==> config.mk <==
export PLATFORM = sky130hd
export DESIGN_NAME = mem_req_master_flat
export DESIGN_NICKNAME = d
export VERILOG_FILES = /design/src/rtl/mem_req_master_pkg.sv /design/src/rtl/mem_req_master_if.sv /design/src/rtl/mem_req_merge.sv /design/src/rtl/mem_req_master.sv /design/src/flat_wrapper.sv
export SDC_FILE = /design/constraint.sdc
export NUM_CORES = 1
export LEC_CHECK = 0
export CAP_MARGIN = 20
export CORE_ASPECT_RATIO = 0.5
export CORE_MARGIN = 5
export CORE_UTILIZATION = 40
export DETAILED_ROUTE_END_ITERATION = 10
export GPL_TIMING_DRIVEN = 0
export PLACE_DENSITY = 0.72
export SLEW_MARGIN = 30
export SYNTH_ARGS = -nofsm -noshare
export SYNTH_HDL_FRONTEND = slang
export SYNTH_SLANG_ARGS = --single-unit
==> constraint.sdc <==
create_clock -name clk -period 4.2 [get_ports clk]
set_input_delay 0.84 -clock clk [delete_from_list [all_inputs] [get_ports clk]]
set_output_delay 0.84 -clock clk [all_outputs]
set_load 0.01 [all_outputs]
==> src/rtl/mem_req_master_pkg.sv <==
// rtl/mem_req_master_pkg.sv - shared widths, bus size/status codes, op and state encodings
package mem_req_master_pkg;

  localparam int DEF_ADDR_W  = 16;
  localparam int DEF_WORD_W  = 32;
  localparam int MEM_COUNT_W = 2;
  localparam int MEM_CODE_W  = 2;

  localparam logic [MEM_COUNT_W-1:0] MEM_COUNT_NONE = 2'd0;
  localparam logic [MEM_COUNT_W-1:0] MEM_COUNT_BYTE = 2'd1;
  localparam logic [MEM_COUNT_W-1:0] MEM_COUNT_HALF = 2'd2;
  localparam logic [MEM_COUNT_W-1:0] MEM_COUNT_WORD = 2'd3;

  localparam logic [MEM_CODE_W-1:0] MEM_CODE_OK      = 2'd0;
  localparam logic [MEM_CODE_W-1:0] MEM_CODE_ERR     = 2'd1;
  localparam logic [MEM_CODE_W-1:0] MEM_CODE_INVALID = 2'd2;

  typedef enum logic [1:0] {
    MEM_OP_READ  = 2'd0,
    MEM_OP_WRITE = 2'd1,
    MEM_OP_RMW   = 2'd2,
    MEM_OP_PULSE = 2'd3
  } mem_op_e;

  typedef enum logic [2:0] {
    ST_IDLE,
    ST_RD,
    ST_RD_CHK,
    ST_WR,
    ST_WR_CHK,
    ST_RESTORE,
    ST_RESTORE_CHK,
    ST_DONE
  } mem_state_e;

endpackage

==> src/rtl/mem_req_master_if.sv <==
// rtl/mem_req_master_if.sv - core command/response port and peripheral request/response bus
interface mem_req_master_if
  import mem_req_master_pkg::*;
#(
  parameter int ADDR_W = DEF_ADDR_W,
  parameter int WORD_W = DEF_WORD_W
) ();

  logic                   i_cmd_valid;
  logic                   o_cmd_ready;
  logic [1:0]             i_cmd_op;
  logic [ADDR_W-1:0]      i_cmd_addr;
  logic [WORD_W-1:0]      i_cmd_data;
  logic [WORD_W-1:0]      i_cmd_mask;
  logic [MEM_COUNT_W-1:0] i_cmd_count;
  logic                   o_rsp_valid;
  logic [WORD_W-1:0]      o_rsp_data;
  logic [MEM_CODE_W-1:0]  o_rsp_code;
  logic [ADDR_W-1:0]      o_req_addr;
  logic [WORD_W-1:0]      o_req_wr_data;
  logic                   o_req_wr_en;
  logic [MEM_COUNT_W-1:0] o_req_count;
  logic [WORD_W-1:0]      i_res_rd_data;
  logic [MEM_CODE_W-1:0]  i_res_code;

  modport master (
    input  i_cmd_valid, i_cmd_op, i_cmd_addr, i_cmd_data, i_cmd_mask, i_cmd_count,
    input  i_res_rd_data, i_res_code,
    output o_cmd_ready, o_rsp_valid, o_rsp_data, o_rsp_code,
    output o_req_addr, o_req_wr_data, o_req_wr_en, o_req_count
  );

  modport slave (
    output i_cmd_valid, i_cmd_op, i_cmd_addr, i_cmd_data, i_cmd_mask, i_cmd_count,
    output i_res_rd_data, i_res_code,
    input  o_cmd_ready, o_rsp_valid, o_rsp_data, o_rsp_code,
    input  o_req_addr, o_req_wr_data, o_req_wr_en, o_req_count
  );

endinterface

==> src/rtl/mem_req_merge.sv <==
// rtl/mem_req_merge.sv - write data for RMW (masked merge) and PULSE (toggle) commands
module mem_req_merge
  import mem_req_master_pkg::*;
#(
  parameter int WORD_W = DEF_WORD_W
) (
  input  mem_op_e           op,
  input  logic [WORD_W-1:0] rd,
  input  logic [WORD_W-1:0] data,
  input  logic [WORD_W-1:0] mask,
  output logic [WORD_W-1:0] wr_data
);

  assign wr_data = (op == MEM_OP_PULSE) ? (rd ^ mask) : ((rd & ~mask) | (data & mask));

endmodule

==> src/rtl/mem_req_master.sv <==
// rtl/mem_req_master.sv - single-command bus initiator: read, write, masked RMW, bit pulse
module mem_req_master
  import mem_req_master_pkg::*;
#(
  parameter int ADDR_W = DEF_ADDR_W,
  parameter int WORD_W = DEF_WORD_W
) (
  input logic              clk,
  input logic              aresetn,
  mem_req_master_if.master bus
);

  mem_state_e             state_q, state_d;
  mem_op_e                op_q, op_d, cmd_op;
  logic [WORD_W-1:0]      data_q, data_d, mask_q, mask_d, rd_q, rd_d;
  logic [MEM_COUNT_W-1:0] count_q, count_d;
  logic [MEM_CODE_W-1:0]  err_q, err_d, first_code;
  logic [ADDR_W-1:0]      req_addr_q, req_addr_d;
  logic [WORD_W-1:0]      req_wr_data_q, req_wr_data_d;
  logic                   req_wr_en_q, req_wr_en_d;
  logic [MEM_COUNT_W-1:0] req_count_q, req_count_d;
  logic                   rsp_valid_q, rsp_valid_d;
  logic [WORD_W-1:0]      rsp_data_q, rsp_data_d;
  logic [MEM_CODE_W-1:0]  rsp_code_q, rsp_code_d;
  logic [WORD_W-1:0]      merge_data;
  logic                   direct_write;

  assign cmd_op = mem_op_e'(bus.i_cmd_op);
  // A full-mask RMW overwrites every bit, so the read is pointless.
  assign direct_write = (cmd_op == MEM_OP_WRITE) || (cmd_op == MEM_OP_RMW && (&bus.i_cmd_mask));
  assign first_code = (err_q != MEM_CODE_OK) ? err_q : bus.i_res_code;

  mem_req_merge #(.WORD_W(WORD_W)) u_merge (
    .op      (op_q),
    .rd      (bus.i_res_rd_data),
    .data    (data_q),
    .mask    (mask_q),
    .wr_data (merge_data)
  );

  always_comb begin
    state_d       = state_q;
    op_d          = op_q;
    data_d        = data_q;
    mask_d        = mask_q;
    count_d       = count_q;
    rd_d          = rd_q;
    err_d         = err_q;
    req_addr_d    = req_addr_q;
    req_wr_data_d = req_wr_data_q;
    req_wr_en_d   = 1'b0;
    req_count_d   = MEM_COUNT_NONE;
    rsp_valid_d   = 1'b0;
    rsp_data_d    = rsp_data_q;
    rsp_code_d    = rsp_code_q;
    case (state_q)
      ST_IDLE: if (bus.i_cmd_valid) begin
        op_d    = cmd_op;
        data_d  = bus.i_cmd_data;
        mask_d  = bus.i_cmd_mask;
        count_d = bus.i_cmd_count;
        rd_d    = '0;
        err_d   = MEM_CODE_OK;
        if (bus.i_cmd_count == MEM_COUNT_NONE) begin
          state_d     = ST_DONE;
          rsp_valid_d = 1'b1;
          rsp_data_d  = '0;
          rsp_code_d  = MEM_CODE_INVALID;
        end else if (direct_write) begin
          state_d       = ST_WR;
          req_addr_d    = bus.i_cmd_addr;
          req_wr_data_d = bus.i_cmd_data;
          req_wr_en_d   = 1'b1;
          req_count_d   = bus.i_cmd_count;
        end else begin
          state_d     = ST_RD;
          req_addr_d  = bus.i_cmd_addr;
          req_count_d = bus.i_cmd_count;
        end
      end
      ST_RD: state_d = ST_RD_CHK;
      ST_RD_CHK: begin
        rd_d = bus.i_res_rd_data;
        if (op_q == MEM_OP_READ || bus.i_res_code != MEM_CODE_OK) begin
          state_d     = ST_DONE;
          rsp_valid_d = 1'b1;
          rsp_data_d  = bus.i_res_rd_data;
          rsp_code_d  = bus.i_res_code;
        end else begin
          state_d       = ST_WR;
          req_wr_data_d = merge_data;
          req_wr_en_d   = 1'b1;
          req_count_d   = count_q;
        end
      end
      ST_WR: begin
        // Restore follows immediately so the toggled bits live for one cycle only.
        if (op_q == MEM_OP_PULSE) begin
          state_d       = ST_RESTORE;
          req_wr_data_d = rd_q;
          req_wr_en_d   = 1'b1;
          req_count_d   = count_q;
        end else begin
          state_d = ST_WR_CHK;
        end
      end
      ST_WR_CHK, ST_RESTORE_CHK: begin
        state_d     = ST_DONE;
        rsp_valid_d = 1'b1;
        rsp_data_d  = rd_q;
        rsp_code_d  = first_code;
      end
      ST_RESTORE: begin
        err_d   = first_code;
        state_d = ST_RESTORE_CHK;
      end
      ST_DONE: state_d = ST_IDLE;
      default: state_d = ST_IDLE;
    endcase
  end

  always_ff @(posedge clk or negedge aresetn) begin
    if (!aresetn) begin
      state_q       <= ST_IDLE;
      op_q          <= MEM_OP_READ;
      data_q        <= '0;
      mask_q        <= '0;
      count_q       <= MEM_COUNT_NONE;
      rd_q          <= '0;
      err_q         <= MEM_CODE_OK;
      req_addr_q    <= '0;
      req_wr_data_q <= '0;
      req_wr_en_q   <= 1'b0;
      req_count_q   <= MEM_COUNT_NONE;
      rsp_valid_q   <= 1'b0;
      rsp_data_q    <= '0;
      rsp_code_q    <= MEM_CODE_OK;
    end else begin
      state_q       <= state_d;
      op_q          <= op_d;
      data_q        <= data_d;
      mask_q        <= mask_d;
      count_q       <= count_d;
      rd_q          <= rd_d;
      err_q         <= err_d;
      req_addr_q    <= req_addr_d;
      req_wr_data_q <= req_wr_data_d;
      req_wr_en_q   <= req_wr_en_d;
      req_count_q   <= req_count_d;
      rsp_valid_q   <= rsp_valid_d;
      rsp_data_q    <= rsp_data_d;
      rsp_code_q    <= rsp_code_d;
    end
  end

  assign bus.o_cmd_ready   = (state_q == ST_IDLE);
  assign bus.o_rsp_valid   = rsp_valid_q;
  assign bus.o_rsp_data    = rsp_data_q;
  assign bus.o_rsp_code    = rsp_code_q;
  assign bus.o_req_addr    = req_addr_q;
  assign bus.o_req_wr_data = req_wr_data_q;
  assign bus.o_req_wr_en   = req_wr_en_q;
  assign bus.o_req_count   = req_count_q;

endmodule

==> src/flat_wrapper.sv <==
// flat-port wrapper written by rule: the top's interface ports become plain ports
module mem_req_master_flat import mem_req_master_pkg::*;
#(
  parameter int ADDR_W = DEF_ADDR_W,
  parameter int WORD_W = DEF_WORD_W
)
  (clk, aresetn, bus_i_cmd_valid, bus_i_cmd_op, bus_i_cmd_addr, bus_i_cmd_data, bus_i_cmd_mask, bus_i_cmd_count, bus_i_res_rd_data, bus_i_res_code, bus_o_cmd_ready, bus_o_rsp_valid, bus_o_rsp_data, bus_o_rsp_code, bus_o_req_addr, bus_o_req_wr_data, bus_o_req_wr_en, bus_o_req_count);
  mem_req_master_if #(.ADDR_W(ADDR_W), .WORD_W(WORD_W)) bus_i ();
  input logic clk;
  input logic aresetn;
  input wire logic [$bits(bus_i.i_cmd_valid)-1:0] bus_i_cmd_valid;
  input wire logic [$bits(bus_i.i_cmd_op)-1:0] bus_i_cmd_op;
  input wire logic [$bits(bus_i.i_cmd_addr)-1:0] bus_i_cmd_addr;
  input wire logic [$bits(bus_i.i_cmd_data)-1:0] bus_i_cmd_data;
  input wire logic [$bits(bus_i.i_cmd_mask)-1:0] bus_i_cmd_mask;
  input wire logic [$bits(bus_i.i_cmd_count)-1:0] bus_i_cmd_count;
  input wire logic [$bits(bus_i.i_res_rd_data)-1:0] bus_i_res_rd_data;
  input wire logic [$bits(bus_i.i_res_code)-1:0] bus_i_res_code;
  output wire logic [$bits(bus_i.o_cmd_ready)-1:0] bus_o_cmd_ready;
  output wire logic [$bits(bus_i.o_rsp_valid)-1:0] bus_o_rsp_valid;
  output wire logic [$bits(bus_i.o_rsp_data)-1:0] bus_o_rsp_data;
  output wire logic [$bits(bus_i.o_rsp_code)-1:0] bus_o_rsp_code;
  output wire logic [$bits(bus_i.o_req_addr)-1:0] bus_o_req_addr;
  output wire logic [$bits(bus_i.o_req_wr_data)-1:0] bus_o_req_wr_data;
  output wire logic [$bits(bus_i.o_req_wr_en)-1:0] bus_o_req_wr_en;
  output wire logic [$bits(bus_i.o_req_count)-1:0] bus_o_req_count;
  assign bus_i.i_cmd_valid = bus_i_cmd_valid;
  assign bus_i.i_cmd_op = bus_i_cmd_op;
  assign bus_i.i_cmd_addr = bus_i_cmd_addr;
  assign bus_i.i_cmd_data = bus_i_cmd_data;
  assign bus_i.i_cmd_mask = bus_i_cmd_mask;
  assign bus_i.i_cmd_count = bus_i_cmd_count;
  assign bus_i.i_res_rd_data = bus_i_res_rd_data;
  assign bus_i.i_res_code = bus_i_res_code;
  assign bus_o_cmd_ready = bus_i.o_cmd_ready;
  assign bus_o_rsp_valid = bus_i.o_rsp_valid;
  assign bus_o_rsp_data = bus_i.o_rsp_data;
  assign bus_o_rsp_code = bus_i.o_rsp_code;
  assign bus_o_req_addr = bus_i.o_req_addr;
  assign bus_o_req_wr_data = bus_i.o_req_wr_data;
  assign bus_o_req_wr_en = bus_i.o_req_wr_en;
  assign bus_o_req_count = bus_i.o_req_count;
  mem_req_master #(.ADDR_W(ADDR_W), .WORD_W(WORD_W)) u_core (.clk(clk), .aresetn(aresetn), .bus(bus_i));
endmodule
After elaboration in Yosys (flattened, before gate mapping)
Cells that the tools add are included.
{"block": "word_totals", "in_bits": 121, "wordCells": 98, "regBits": 191}
{"block": "classes", "n_bitwise": 6, "n_reduce_logical": 20, "muxes": 41, "n_eq_ne": 17}
{"operator": "32-bit 2-to-1 mux", "n": 10}
{"operator": "32-bit one-hot mux with 3 select lines", "n": 2}
{"operator": "32-bit bitwise AND", "n": 2}
{"operator": "32-bit one-hot mux with 2 select lines", "n": 1}
{"operator": "32-bit inverter", "n": 1}
{"operator": "32-bit OR", "n": 1}
{"operator": "32-bit AND reduction", "n": 1}
{"operator": "32-bit XOR", "n": 1}
{"operator": "3-bit one-hot mux with 7 select lines", "n": 1}
{"operator": "2-bit 2-to-1 mux", "n": 10}
{"operator": "3-bit equality test, second input constant", "n": 4}
{"operator": "2-bit one-hot mux with 3 select lines", "n": 2}
{"operator": "1-bit 2-to-1 mux", "n": 9}
{"operator": "3-bit 2-to-1 mux", "n": 3}
{"operator": "2-bit by 1-bit != test with 1-bit output, second input constant", "n": 4}
{"operator": "2-bit nonzero test", "n": 4}
{"operator": "3-bit by 2-bit equality test with 1-bit output, second input constant", "n": 2}
{"operator": "2-bit != test, second input constant", "n": 3}
{"operator": "1-bit one-hot mux with 3 select lines", "n": 2}
{"operator": "2-bit AND reduction", "n": 3}
{"operator": "6-bit AND reduction", "n": 1}
{"operator": "3-bit nonzero test", "n": 2}
{"operator": "2-bit equality test, second input constant", "n": 2}
{"operator": "2-bit logical NOT", "n": 2}
{"operator": "10 further kinds", "n": 11}

Depth between registers and ports, before layout
{"block": "logic_depth", "depth_word": 7, "ltp_mapped": 9, "ltp_nobuf": 6}

Cells and area by module
A second synthesis with hierarchy kept.
{"block": "unflattened", "hier_cells": 953, "hier_area_um2": 9210.1}
{"mod": "mem_req_master", "seq_area_each_um2": 4779.6, "area_per_inst_um2": 8095.3, "cells_per_inst": 785, "n_inst": 1}
{"mod": "mem_req_merge", "seq_area_each_um2": 0.0, "area_per_inst_um2": 1114.8, "cells_per_inst": 168, "n_inst": 1}

Least setup slack after synthesis
No wires, ideal clock.
{"block": "synth_timing", "path_kind": "in2reg", "from": "in bus_i_cmd_op[0]", "to": "reg u_core.req_wr_data_q[0], in the netlist u_core.bus.o_req_wr_data[0]", "t_required_ns": 4.073, "setup_time_ns": 0.127, "path_stages": 6, "setup_slack_ns": 1.970, "t_arrival_ns": 2.103, "cell_sequence": "nand4b_1 -> nor4_1 -> a32oi_1 -> o21bai_4 -> buf_6 -> mux2_1"}
{"block": "synth_via", "elab_chain_cells": 5, "elab_cells_between_ends": 6}
{"element": "start: declaration", "line": "flat_wrapper.sv:12", "text": "input wire logic [$bits(bus_i.i_cmd_op)-1:0] bus_i_cmd_op;"}
{"element": "2-bit equality test", "line": "mem_req_master.sv:30", "text": "assign direct_write = (cmd_op == MEM_OP_WRITE) || (cmd_op == MEM_OP_RMW && (&bus.i_cmd_mask));"}
{"element": "1-bit logical AND", "line": "mem_req_master.sv:30"}
{"element": "1-bit logical OR (*)", "line": "mem_req_master.sv:30"}
{"element": "2-bit by 1-bit != test with 1-bit output (no line) (*)"}
{"element": "6-bit AND reduction (no line) (*)"}
{"element": "end signal: assignment", "line": "mem_req_master.sv:147", "text": "req_wr_data_q <= req_wr_data_d;"}
{"element": "end: declaration", "line": "mem_req_master.sv:19", "text": "logic [WORD_W-1:0] req_wr_data_q, req_wr_data_d;"}
Every way passes the cells marked *; elsewhere a longest branch is shown, timed or not.
A chain may end at the register's enable or synchronous reset.

Worst setup path after layout
{"block": "layout_timing", "from": "in bus_i_cmd_mask[28]", "to": "reg u_core.req_wr_data_q[7], in the netlist u_core.bus.o_req_wr_data[7]"}
{"block": "layout_via", "elab_chain_cells": 5}
{"element": "start: declaration", "line": "flat_wrapper.sv:15", "text": "input wire logic [$bits(bus_i.i_cmd_mask)-1:0] bus_i_cmd_mask;"}
{"element": "32-bit AND reduction", "line": "mem_req_master.sv:30"}
{"element": "1-bit logical AND", "line": "mem_req_master.sv:30"}
{"element": "1-bit logical OR", "line": "mem_req_master.sv:30"}
{"element": "2-bit by 1-bit != test with 1-bit output (no line)"}
{"element": "6-bit AND reduction (no line)"}
No other way between the ends.

==> impl_metrics.ini <==
[detailed_routing]
wl_per_cell_um = 21.03
drtIter0Drc = 630
drtAntennaViolNets = 0
vias = 7533
routed_wl_mm = 28.11
viasPerCell = 5.634
drcViolationCount = 0
dr.pass1.iters = 5

[floorplanning]
die_area_um2 = 25770
rows = 38
core_um2 = 21870
die_h_um = 116.0
start_util_pct = 41.13
ios = 208
die_width_um = 222.1

[cells_and_area]
postLayoutCellArea_um2 = 12120
layout.nets = 1144
synthToLayoutAreaGrowth_pct = 34.71
drive_gt1_share_pct = 17.31

[sta]
rsz0062_at_grt = no
holdWs_ns = 0.3284
relSlewSlack_pct = 55.10
fmax_mhz = 359.8
finClkSkew_ns = 0.01021
fin_crit_sh_pct = 66.18
min_period_ns = 2.780
setup_viol = 0
finalHoldViolations = 0
final_max_slew_viol_count = 0
tightest_slew_ns = 0.6736

[run_status]
outcome = complete, no violations

[setup_path]
cp_top_family = buffers and inverters
arrival_ns = 3.09
worstSetupStartpointType = primary input
path_max_fanout = 10
crit_slowest_cell = clkdlybuf4s50_1
crit_type = in -> reg
worst_setup_path_end_kind = register
required_ns = 4.51
crit_buf_inv = 2
path_cells = clkdlybuf4s50_1 > nand4_1 > nor4_1 > a32oi_1 > o21bai_4 > buf_6 > mux2_1
reg2reg_slack_ns = 1.89
critPathMaxStageDelay_ns = 0.57

[clock_tree]
cts_sinks = 191
post_cts_buffers = 0
cts_buffers = 17
worst_skew_pair.late_latency_ns = 0.44
hold_buffers = 0
clock_path_buffers = 2
clkTransAtPathRegs_ns = 0.06
ctsResizeCount = 0
h-tree-depth = 4
cts_tree = built
clock-root-buffer = clkbuf_16

[synth]
synth_edf_count = 0
synth_seq_cells = 191
syn-cell-area_um2 = 8996
synth.net_count = 916
syn_inst = 795
postSynth.asyncResetShare_pct = 100.0
syn_area_per_cell_um2 = 11.32
yosysSeqAreaShare_pct = 53.13
yosys_warnings = 0
synth_cell_types = 42
ys.flop_type = dfrtp_1

[grt]
grt_pass1_vias = 7787
gr-usage-all-layers_pct = 21.94
overflow = 0
grt_max_degree = 85
grt_pass1_wl_mm = 43.84
antenna_found_initial = 5

[placement]
place_area_um2 = 11500
place_hpwl_mm = 20.67
routabilityCongestion = 0.8579
portBuffers = 207

[power_and_ir_drop]
powerDensity_nw_per_um2 = 730.4
leakage_nw = 5.048
power_mw = 8.851
peakVddDrop_mv = 0.3374

[job]
drv_cap = 0

[min_path]
hp-class = in -> async
-- cells by family after synthesis --
family | Yosys count | synth area share (%)
compound gates | 244 | 19.51
buf+inv | 72 | 3.727
flops | 191 | 53.13
mux | 113 | 14.14
simple gates | 175 | 9.486
-- layout make-up --
type                       instances  area [µm²]
antenna                            3       7.507
multi-input combinational        532        3881
inverter                           8       30.03
clock inverter                    11       165.2
sequential                       191        4780
tap                              300       375.4
clock buffer                      19       442.9
timing repair buffer             209        2132
fill                            1911        9752
buffer                            64       305.3
-- stage by stage --
step / setup TNS [ns] / worst slack, ns / cells / utilization, %
2_1_floorplan: 0 / 1.970 / 795 / -
3_3_place_gp: -1070.50 / -5.618 / 1302 / 52.32
3_5_place_dp: 0 / 1.046 / 1304 / 52.60
4_1_cts: 0 / 1.491 / 1334 / 55.38
5_1_grt: 0 / 1.420 / 1337 / 55.41
6_report: 0 / 1.420 / 1337 / 55.41
-- placed cells by master (no fill, tap or decap), drive strengths merged, types with 2 or more instances in the layout --
| master | Yosys | routed |
|---|---|---|
| nand3 | 2 | 2 |
| clkdlybuf4s50 | 0 | 206 |
| nor3 | 4 | 4 |
| diode | 0 | 3 |
| nand2 | 82 | 82 |
| clkinv | 0 | 5 |
| clkbuf | 31 | 50 |
| a311oi | 32 | 32 |
| a21oi | 36 | 36 |
| a22oi | 32 | 32 |
| a21bo | 32 | 32 |
| bufinv | 0 | 4 |
| a221oi | 2 | 2 |
| o21ai | 70 | 70 |
| nor2 | 41 | 41 |
| inv | 8 | 9 |
| mux2 | 113 | 113 |
| nand4 | 7 | 7 |
| a22o | 32 | 32 |
| a31oi | 2 | 2 |
| dfrtp | 191 | 191 |
| nand3b | 32 | 32 |
| buf | 33 | 36 |
-- sequential cells by signal (all words and copies together) (netlist names) --
register                  count
u_core.data_q                32
u_core.bus.o_req_wr_data     32
u_core.state_q                3
u_core.op_q                   2
u_core.bus.o_rsp_data        32
u_core.err_q                  2
u_core.bus.o_rsp_code         2
u_core.bus.o_rsp_valid        1
u_core.bus.o_req_addr        16
u_core.bus.o_req_count        2
u_core.bus.o_req_wr_en        1
u_core.rd_q                  32
u_core.count_q                2
u_core.mask_q                32
-- worst reg2reg max path, stage by stage, from the launching register on --
cell      delay, ns
dfrtp_1        0.37
buf_2          0.18
nand2b_1       0.16
buf_2          0.22
o31ai_2        0.39
o21bai_4       0.28
buf_6          0.23
mux2_1         0.35
-- routing by layer --
| metal | part of all wire, % | vias up | GRT usage [%] |
|---|---|---|---|
| li1 | - | 3383 | - |
| met5 | 0.068 | - | 0 |
| met2 | 48 | 315 | 35.08 |
| met3 | 7.2 | 50 | 5.796 |
| met4 | 2.4 | 4 | 8.945 |
| met1 | 42 | 3781 | 28.90 |
-- power breakdown --
| part | total [mW] | switching [mW] | internal [mW] |
|---|---|---|---|
| Combinational | 3.99 | 2.06 | 1.93 |
| Sequential | 3.14 | 0.504 | 2.64 |
| Clock | 1.72 | 0.715 | 1.00 |
| Total | 8.85 | 3.28 | 5.57 |
-- cell usage after synthesis (all sizes together), types with 2 or more instances --
cell type,number,area (µm²)
dfrtp,191,4780
mux2,113,1272
nand2,82,310.3
o21ai,70,354.1
nor2,41,156.4
a21oi,36,180.2
buf,33,188.9
a21bo,32,320.3
a22o,32,280.3
a22oi,32,240.2
a311oi,32,280.3
nand3b,32,240.2
clkbuf,31,116.4
inv,8,30.03
nand4,7,43.79
nor3,4,31.28
a221oi,2,23.77
a31oi,2,12.51
nand3,2,10.01
-- path summary, 6_finish.rpt --
kind | startpoint | endpoint | depth (start not counted)
worst max register to register | u_core.state_q[2]$_DFFE_PN0N_ | u_core.bus.o_req_wr_data[7]$_DFFE_PN0P_ | 7
worst max-delay path | bus_i_cmd_mask[28] | u_core.bus.o_req_wr_data[7]$_DFFE_PN0P_ | 7
max in group asynchronous | aresetn | u_core.bus.o_req_wr_data[28]$_DFFE_PN0P_ | 2
min in group clk | u_core.bus.o_rsp_data[7]$_DFFE_PN0P_ | u_core.bus.o_rsp_data[7]$_DFFE_PN0P_ | 2
worst min register to register | u_core.bus.o_rsp_data[7]$_DFFE_PN0P_ | u_core.bus.o_rsp_data[7]$_DFFE_PN0P_ | 2
worst min-delay path | aresetn | u_core.bus.o_req_addr[2]$_DFFE_PN0P_ | 1
Power figures use the tool's default switching activity.
